[config.mk]
export PLATFORM = sky130hd
export DESIGN_NAME = alu_seq_divider
export DESIGN_NICKNAME = d
export VERILOG_FILES = /design/src/rtl/alu_div_pkg.sv /design/src/rtl/alu_trial_sub.sv /design/src/rtl/alu_seq_divider.sv
export SDC_FILE = /design/constraint.sdc
export NUM_CORES = 1
export LEC_CHECK = 0
export BUFFER_PORTS_ARGS = -buffer_cell sky130_fd_sc_hd__buf_2
export CORE_MARGIN = 2
export CORE_UTILIZATION = 64
export DETAILED_ROUTE_END_ITERATION = 10
export PLACE_DENSITY_LB_ADDON = 0.3
export SYNTH_ARGS = -nofsm -noshare
export SYNTH_HDL_FRONTEND = slang
export SYNTH_HIERARCHICAL = 1
export SYNTH_SLANG_ARGS = --single-unit
export TNS_END_PERCENT = 20
[constraint.sdc]
create_clock -name clk -period 24.4 [get_ports clk]
set_input_delay 4.88 -clock clk [delete_from_list [all_inputs] [get_ports clk]]
set_output_delay 4.88 -clock clk [all_outputs]
set_load 0.03 [all_outputs]
[src/rtl/alu_div_pkg.sv]
// rtl/alu_div_pkg.sv - shared types and helpers for the sequential divider
package alu_div_pkg;

    typedef enum logic [1:0] {IDLE, CALC, FIX, DONE} div_state_t;

    localparam int DIV_WIDTH = 32;

    // Negation is done at a fixed wide width; truncating the result to any
    // narrower WIDTH gives the same value as negating mod 2**WIDTH.
    localparam int NEG_W = 64;

    function automatic logic [NEG_W-1:0] twos_neg(input logic [NEG_W-1:0] v);
        return ~v + NEG_W'(1);
    endfunction

endpackage

[src/rtl/alu_trial_sub.sv]
// rtl/alu_trial_sub.sv - WIDTH+1-bit trial subtractor, carry-select over 4-bit ripple blocks
module alu_trial_sub #(
    parameter int WIDTH = 32
) (
    input  logic [WIDTH:0] a,
    input  logic [WIDTH:0] b,
    output logic [WIDTH:0] diff,
    output logic           sign
);

    // Always at least one pad bit above the result so the slices below stay valid.
    localparam int NB = (WIDTH + 1) / 4 + 1;
    localparam int PW = NB * 4;

    logic [PW-1:0] ap;
    logic [PW-1:0] bn;
    logic [PW-1:0] sum;
    logic [NB:0]   carry;

    assign ap       = PW'(a);
    assign bn       = ~(PW'(b));
    assign carry[0] = 1'b1;

    for (genvar g = 0; g < NB; g++) begin : g_blk
        logic [3:0] xa;
        logic [3:0] xb;
        logic [3:0] s0;
        logic [3:0] s1;
        logic       co0;
        logic       co1;

        assign xa = ap[4*g +: 4];
        assign xb = bn[4*g +: 4];

        // Ripple both carry-in hypotheses through this block.
        always_comb begin
            logic k0;
            logic k1;
            k0 = 1'b0;
            k1 = 1'b1;
            s0 = '0;
            s1 = '0;
            for (int i = 0; i < 4; i++) begin
                s0[i] = xa[i] ^ xb[i] ^ k0;
                k0    = (xa[i] & xb[i]) | (k0 & (xa[i] ^ xb[i]));
                s1[i] = xa[i] ^ xb[i] ^ k1;
                k1    = (xa[i] & xb[i]) | (k1 & (xa[i] ^ xb[i]));
            end
            co0 = k0;
            co1 = k1;
        end

        assign sum[4*g +: 4] = carry[g] ? s1 : s0;
        assign carry[g+1]    = carry[g] ? co1 : co0;
    end

    assign diff = sum[WIDTH:0];
    assign sign = sum[WIDTH];

    logic unused_pad;
    assign unused_pad = ^{carry[NB], sum[PW-1:WIDTH+1]};

endmodule

[src/rtl/alu_seq_divider.sv]
// rtl/alu_seq_divider.sv - multi-cycle restoring signed/unsigned divider with start/done handshake
module alu_seq_divider
    import alu_div_pkg::*;
#(
    parameter int WIDTH = DIV_WIDTH,
    parameter int CNT_W = 6
) (
    input  logic             clk,
    input  logic             rst_n,
    input  logic             start,
    input  logic             is_signed,
    input  logic [WIDTH-1:0] dividend,
    input  logic [WIDTH-1:0] divisor,
    output logic             ready,
    output logic             done,
    output logic [WIDTH-1:0] quotient,
    output logic [WIDTH-1:0] remainder,
    output logic             div_by_zero
);

    function automatic logic [WIDTH-1:0] neg_w(input logic [WIDTH-1:0] v);
        return WIDTH'(twos_neg(NEG_W'(v)));
    endfunction

    div_state_t       state;
    logic [CNT_W-1:0] cnt;
    // Partial remainder. It stays below the divisor between iterations, so the
    // WIDTH+1-bit trial value never needs its top bit kept.
    logic [WIDTH-1:0] r;
    logic [WIDTH-1:0] q;     // dividend bits shifting out, quotient bits shifting in
    logic [WIDTH-1:0] d;
    logic             neg_q;
    logic             neg_r;
    logic             dz_pend;

    logic             a_neg;
    logic             b_neg;
    logic [WIDTH-1:0] a_mag;
    logic [WIDTH-1:0] b_mag;
    logic [WIDTH:0]   r_prime;
    logic [WIDTH:0]   trial_diff;
    logic             trial_sign;

    assign a_neg   = is_signed & dividend[WIDTH-1];
    assign b_neg   = is_signed & divisor[WIDTH-1];
    assign a_mag   = a_neg ? neg_w(dividend) : dividend;
    assign b_mag   = b_neg ? neg_w(divisor) : divisor;
    assign r_prime = {r, q[WIDTH-1]};

    alu_trial_sub #(.WIDTH(WIDTH)) u_trial_sub (
        .a    (r_prime),
        .b    ({1'b0, d}),
        .diff (trial_diff),
        .sign (trial_sign)
    );

    logic unused_msbs;
    assign unused_msbs = ^{r_prime[WIDTH], trial_diff[WIDTH]};

    // Control FSM with the datapath registers and registered handshake outputs.
    always_ff @(posedge clk or negedge rst_n) begin
        if (!rst_n) begin
            state       <= IDLE;
            cnt         <= '0;
            r           <= '0;
            q           <= '0;
            d           <= '0;
            neg_q       <= 1'b0;
            neg_r       <= 1'b0;
            dz_pend     <= 1'b0;
            ready       <= 1'b1;
            done        <= 1'b0;
            quotient    <= '0;
            remainder   <= '0;
            div_by_zero <= 1'b0;
        end else begin
            done <= 1'b0;
            case (state)
                IDLE, DONE: begin
                    if (start) begin
                        ready       <= 1'b0;
                        div_by_zero <= 1'b0;
                        cnt         <= '0;
                        d           <= b_mag;
                        if (divisor == '0) begin
                            // Preload the fixed results; FIX passes them through unchanged.
                            q       <= '1;
                            r       <= dividend;
                            neg_q   <= 1'b0;
                            neg_r   <= 1'b0;
                            dz_pend <= 1'b1;
                            state   <= FIX;
                        end else begin
                            q       <= a_mag;
                            r       <= '0;
                            neg_q   <= a_neg ^ b_neg;
                            neg_r   <= a_neg;
                            dz_pend <= 1'b0;
                            state   <= CALC;
                        end
                    end else if (state == DONE) begin
                        state <= IDLE;
                    end
                end
                CALC: begin
                    r   <= trial_sign ? r_prime[WIDTH-1:0] : trial_diff[WIDTH-1:0];
                    q   <= {q[WIDTH-2:0], ~trial_sign};
                    cnt <= cnt + CNT_W'(1);
                    if (cnt == CNT_W'(WIDTH - 1)) begin
                        state <= FIX;
                    end
                end
                FIX: begin
                    quotient    <= neg_q ? neg_w(q) : q;
                    remainder   <= neg_r ? neg_w(r) : r;
                    div_by_zero <= dz_pend;
                    done        <= 1'b1;
                    ready       <= 1'b1;
                    state       <= DONE;
                end
                default: state <= IDLE;
            endcase
        end
    end

endmodule

======== Word level (Yosys, flattened, before mapping) ========
Index checks and enable logic that the tools add are counted.
Widths: inputs -> output; s select.
word-level totals
  flip-flop bits (word level) ............. 174
  input port bits ......................... 68
  word-level logic and storage cells ...... 300
operators by class
  add/sub/neg operators ................... 5
  equal/unequal tests ..................... 7
  muxes and demuxes ....................... 40
  bitwise gates (word level) .............. 226
  reductions and logical operators ........ 9
operator list
  kind                   count
  $mux 32                9
  $add 32x1->32 const B  4
  $not 32->32            4
  $pmux 32 s2            2
  $and 1x1->1            79
  $xor 1x1->1            79
  $or 1x1->1             53
  $not 32->36            1
  $logic_not 32->1       1
  $mux 4                 7
  $mux 1                 13
  $pmux 6 s2             1
  $not 1->1              10
  $mux 2                 4
  $reduce_and 2->1       4
  $add 6x1->6 const B    1
  $eq 6x5->1 const B     1
  $mux 6                 1
  $pmux 2 s3             1
  $eq 2x2->1 const B     2
  $ne 2x2->1 const B     2
  $pmux 1 s2             2
  $reduce_bool 2->1      2
  $ne 3x3->1 const B     1
  3 further kinds        3

======== Longest topological paths before layout ========
  word-level depth ........................ 19
  gate-level depth with buffers ........... 44
  gate-level depth less buffers ........... 42

======== Modules after synthesis ========
Netlist, hierarchy kept.
modules (own cells, without submodules)
  module           times used  cells each  area an instance (um^2)
  alu_seq_divider  1           1,088       9,960.8
  alu_trial_sub    1           124         1,074.8

======== Least setup slack after synthesis ========
No wires, ideal clock.
  kind .................................... register to register
  from .................................... reg q[31]
  to ...................................... reg r[24]
  arrival time ............................ 11,756 ps
  data required time ...................... 24,252 ps
  path slack .............................. 12,497 ps
  cell stages (with the launch flop) ...... 44
  path buffers ............................ 2
  period minus slack after synthesis ...... 11,903 ps
  path through ............................ dfrtp_1 inv_1 ha_1 fa_1 fa_1 inv_1 fa_1 o21ai_0 fa_1 fa_1 inv_1 fa_1 mux2i_1 fa_1 fa_1 inv_1 fa_1 mux2i_1 [... 8 more ...] fa_1 fa_1 fa_1 mux2i_1 fa_1 fa_1 fa_1 mux2i_1 fa_1 fa_1 fa_1 xnor2_1 xnor2_1 clkbuf_1 clkbuf_1 mux2_2 a22oi_1 a21oi_1
on the way
  longest elaborated chain between the ends .. 18
RTL lines
  what                                        RTL line                source
  start: declaration                          alu_seq_divider.sv:30   logic [WIDTH-1:0] q;
  start signal: assignment                    alu_seq_divider.sv:94   q <= a_mag;
  start signal: assignment                    alu_seq_divider.sv:107  q <= {q[WIDTH-2:0], ~trial_sign};
  $and 1x1->1 or $xor 1x1->1 (tied branches)  n/a
  $or 1x1->1 *                                alu_trial_sub.sv:47     k1 = (xa[i] & xb[i]) | (k1 & (xa[i] ^ xb[i]));
  $and 1x1->1 *                               alu_trial_sub.sv:47
  $or 1x1->1 *                                alu_trial_sub.sv:47
  $and 1x1->1 *                               alu_trial_sub.sv:47
  $or 1x1->1 *                                alu_trial_sub.sv:47
  $and 1x1->1 *                               alu_trial_sub.sv:47
  $or 1x1->1 *                                alu_trial_sub.sv:47
  $mux 1 * (7 in series)                      alu_trial_sub.sv:54     assign carry[g+1] = carry[g] ? co1 : co0;
  $mux 1 *                                    alu_trial_sub.sv:53     assign sum[4*g +: 4] = carry[g] ? s1 : s0;
  via trial_sign                              alu_seq_divider.sv:42   logic trial_sign;
  $mux 32 *                                   alu_seq_divider.sv:106  r <= trial_sign ? r_prime[WIDTH-1:0] : trial_diff[WIDTH-1:0];
  $pmux 32 s2 *                               alu_seq_divider.sv:78   case (state)
  end signal: assignment                      alu_seq_divider.sv:88   r <= dividend;
  end signal: assignment                      alu_seq_divider.sv:106
  end: declaration                            alu_seq_divider.sv:29   logic [WIDTH-1:0] r;
Mark *: on every way through the listed nets, which the timed path passes. The rest lies on a longest branch.
A chain may end at the register's enable or synchronous reset.

======== Worst setup path in the final report ========
  from .................................... reg q[31]
  to ...................................... reg r[23]
Same word-level chain as after synthesis.

==> metrics.md <==
| Metric | Value |
|---|---|
| Largest net degree at the start of global routing | ~100 |
| Initial antenna violation count | 0 |
| Run status | finished clean |
| CTS tree | done |
| Crit-path most repeated cell | fa_1 |
| Syn Inst Count | around 1.2k |
| Port Buf Inserts | around 130 |
| Vias per inst | around 6 |
| ANT nets after route | 0 |
| Worst path slowest cell | fa_1 |
| Peak supply drop | around 120 uV |
| Initial drt markers | 860 |
| # setup viols final | 0 |
| CTS Buf Count | 17 |
| Worst Tran Pin Value | just under 1 ns |
| Via count of the routed design | 9,396 |
| Die area | roughly 18,000 sq um |
| Crit path buf inv count | 5 |
| Cells after DPL | around 1.5k |
| Max Freq | ~80 MHz |
| Clock Root Buffer | clkbuf_16 |
| Die H | about 140 um |
| Final WL | between 20,000 and 30,000 um |
| Global-route wire length before repair | ~46,000 um |
| GPL Wtd Cong | about 0.96 |
| HP Class | reg2reg |
| Power Density | approximately 170 nW/um^2 |
| Worst path top cell family by delay | adder cells |
| Clock tree sinks | between 150 and 200 |
| Kind of start point of the critical path | register |
| Worst endpoint data arrival time | 12.74 ns |
| Crit end category | register |
| CTS-repair resized insts | 0 |
| Clk Latency, worst-skew pair | 0.43 ns |
| Post-Layout Cell Count | approximately 1.5k |
| Initial Util | 0.660 |
| CTS Hold Bufs | 0 |
| Share of layout cells above drive strength 1 | 0.191 |
| Fin nets | 1,421 |
| Warnings, synthesis | 6 |
| Hold Path Stages | 2 |
| Reg2reg start | q[31]$_DFFE_PN0P_ |
| Postcts setup bufs | 0 |
| Gr usage total | 0.322 |
| H-tree depth | 4 |
| Reg-to-reg endpoint | r[23]$_DFFE_PN0P_ |
| Crit path kind | reg2reg |
| Final Hold Viols | 0 |
| Synth Cell Area | approximately 11,000 sq um |
| Hold path start | d[3]$_DFFE_PN0P_ |
| LEAKAGE | approximately 5.3 nW |
| R2R setup slack | between 10 and 15 ns |
| Worst Skew | 0.00644 ns |
| Worst Hold Endpoint | d[3]$_DFFE_PN0P_ |
| Avg WL per Cell | between 15 and 20 um |
| Die width | ~140 um |
| Reg2Reg Depth | 42 |
| Global route total overflow | 0 |
| DRC | 0 |
| Max incr delay on CP | roughly 0.45 ns |
| Syn_area_per_cell | between 9 and 10 sq um |
| CP max FO | 33 |
| Final setup TNS | 0 ns |
| RSZ-0062 raised after global routing | no |
| Antenna cell count | 0 |
| P&R area growth vs syn | 12.7% |
| CORE AREA | between 15,000 and 20,000 sq um |
| Max clock buf depth | 2 |
| Detailed placement HPWL | approximately 20,000 um |
| Synth Net Count | 1,326 |
| Core Rows | 47 |
| Slew Viols, Final | 0 |
| Relative slew margins | 0.343 |
| Max cap viols | 0 |
| Top-level I/O count | ~140 |
| Period minus WS final | 12.47 ns |
| Period utilization | 0.511 |
| First-pass DRT Iterations | 5 |
| Req. time, crit path | roughly 25 ns |
| Post-layout util | 0.744 |
| Clock slew at reported path FFs | 0.06 ns |
| Vias in the first global route | about 8.9k |
[area by class of cell]
| cell class | count | area [sq um] |
|---|---|---|
| clock buffer | 20 | 467 |
| clock inverter | 12 | 156 |
| fill | 1211 | 4280 |
| inverter | 88 | 330 |
| multi-input combinational | 882 | 6100 |
| sequential | 174 | 4360 |
| tap | 220 | 275 |
| timing repair buffer | 143 | 744 |
[worst register-to-register path: cells and delay by family (launching register included)]
| family | cells | cell delay, ns |
|---|---|---|
| mux | 7 | 1.28 |
| flops | 1 | 0.43 |
| fa+ha+maj | 25 | 9.19 |
| xor+xnor | 2 | 0.30 |
| buf+inv | 5 | 0.68 |
| compound gates | 3 | 0.43 |
[per-layer routing]
metal	wire length (um)	global-route usage	up-vias
li1	-	-	4395
met1	12200	0.464	4492
met2	12900	0.489	430
met3	2220	0.0587	79
met4	890	0.122	0
met5	0	0	-
[metrics by stage]
stage | hold WS [ns] | instance area (sq um) | setup slack [ns] | power (mW)
CTS | 0.487 | 12400 | 12.02 | 2.04
floorplan | 0.450 | 11000 | 12.55 | 1.44
global route | 0.519 | 12400 | 11.41 | 2.22
detailed placement | 0.472 | 11800 | 12.15 | 1.73
global placement | 0.464 | 11800 | 12.37 | 1.68
finish | 0.481 | 12400 | 11.93 | 2.05
[how the worst max path moves through the flow]
stage                                 start                end  slack (ns)  cells past startpoint
after floorplan           q[31]$_DFFE_PN0P_  r[24]$_DFFE_PN0P_       12.55                     43
after global placement    q[31]$_DFFE_PN0P_  r[23]$_DFFE_PN0P_       12.37                     42
after detailed placement  q[31]$_DFFE_PN0P_  r[15]$_DFFE_PN0P_       12.15                     42
after CTS                 q[31]$_DFFE_PN0P_  r[23]$_DFFE_PN0P_       12.02                     42
after global routing      q[31]$_DFFE_PN0P_  r[15]$_DFFE_PN0P_       11.41                     42
final                     q[31]$_DFFE_PN0P_  r[23]$_DFFE_PN0P_       11.93                     42
[registers in the layout (all words and copies together), names as in the netlist]
signal	cells
d	32
q	32
quotient	32
r	32
remainder	32
cnt	6
state	2
div_by_zero	1
done	1
dz_pend	1
neg_q	1
neg_r	1
ready	1
[power by group]
group	internal, mW	switching (mW)	total (mW)
sequential	0.438	0.178	0.616
combinational	0.472	0.679	1.15
clock	0.170	0.115	0.285
total	1.08	0.972	2.05
[cells in the final DEF (no fill, tap or decap), drive strengths merged, types with 5 or more instances in the layout]
cell	count
nor3	14
ha	23
buf	143
mux2	37
mux2i	10
dfrtp	173
a21oi	122
o41ai	11
and2	5
nand3b	7
nor4	12
o21ai	107
o31ai	32
nand3	11
or4	17
xnor2	42
inv	91
nand2	89
nor2	122
or3	26
a221o	5
xor2	87
a22oi	44
clkbuf	20
fa	24
Note: power is estimated with default switching activity, not from simulation.
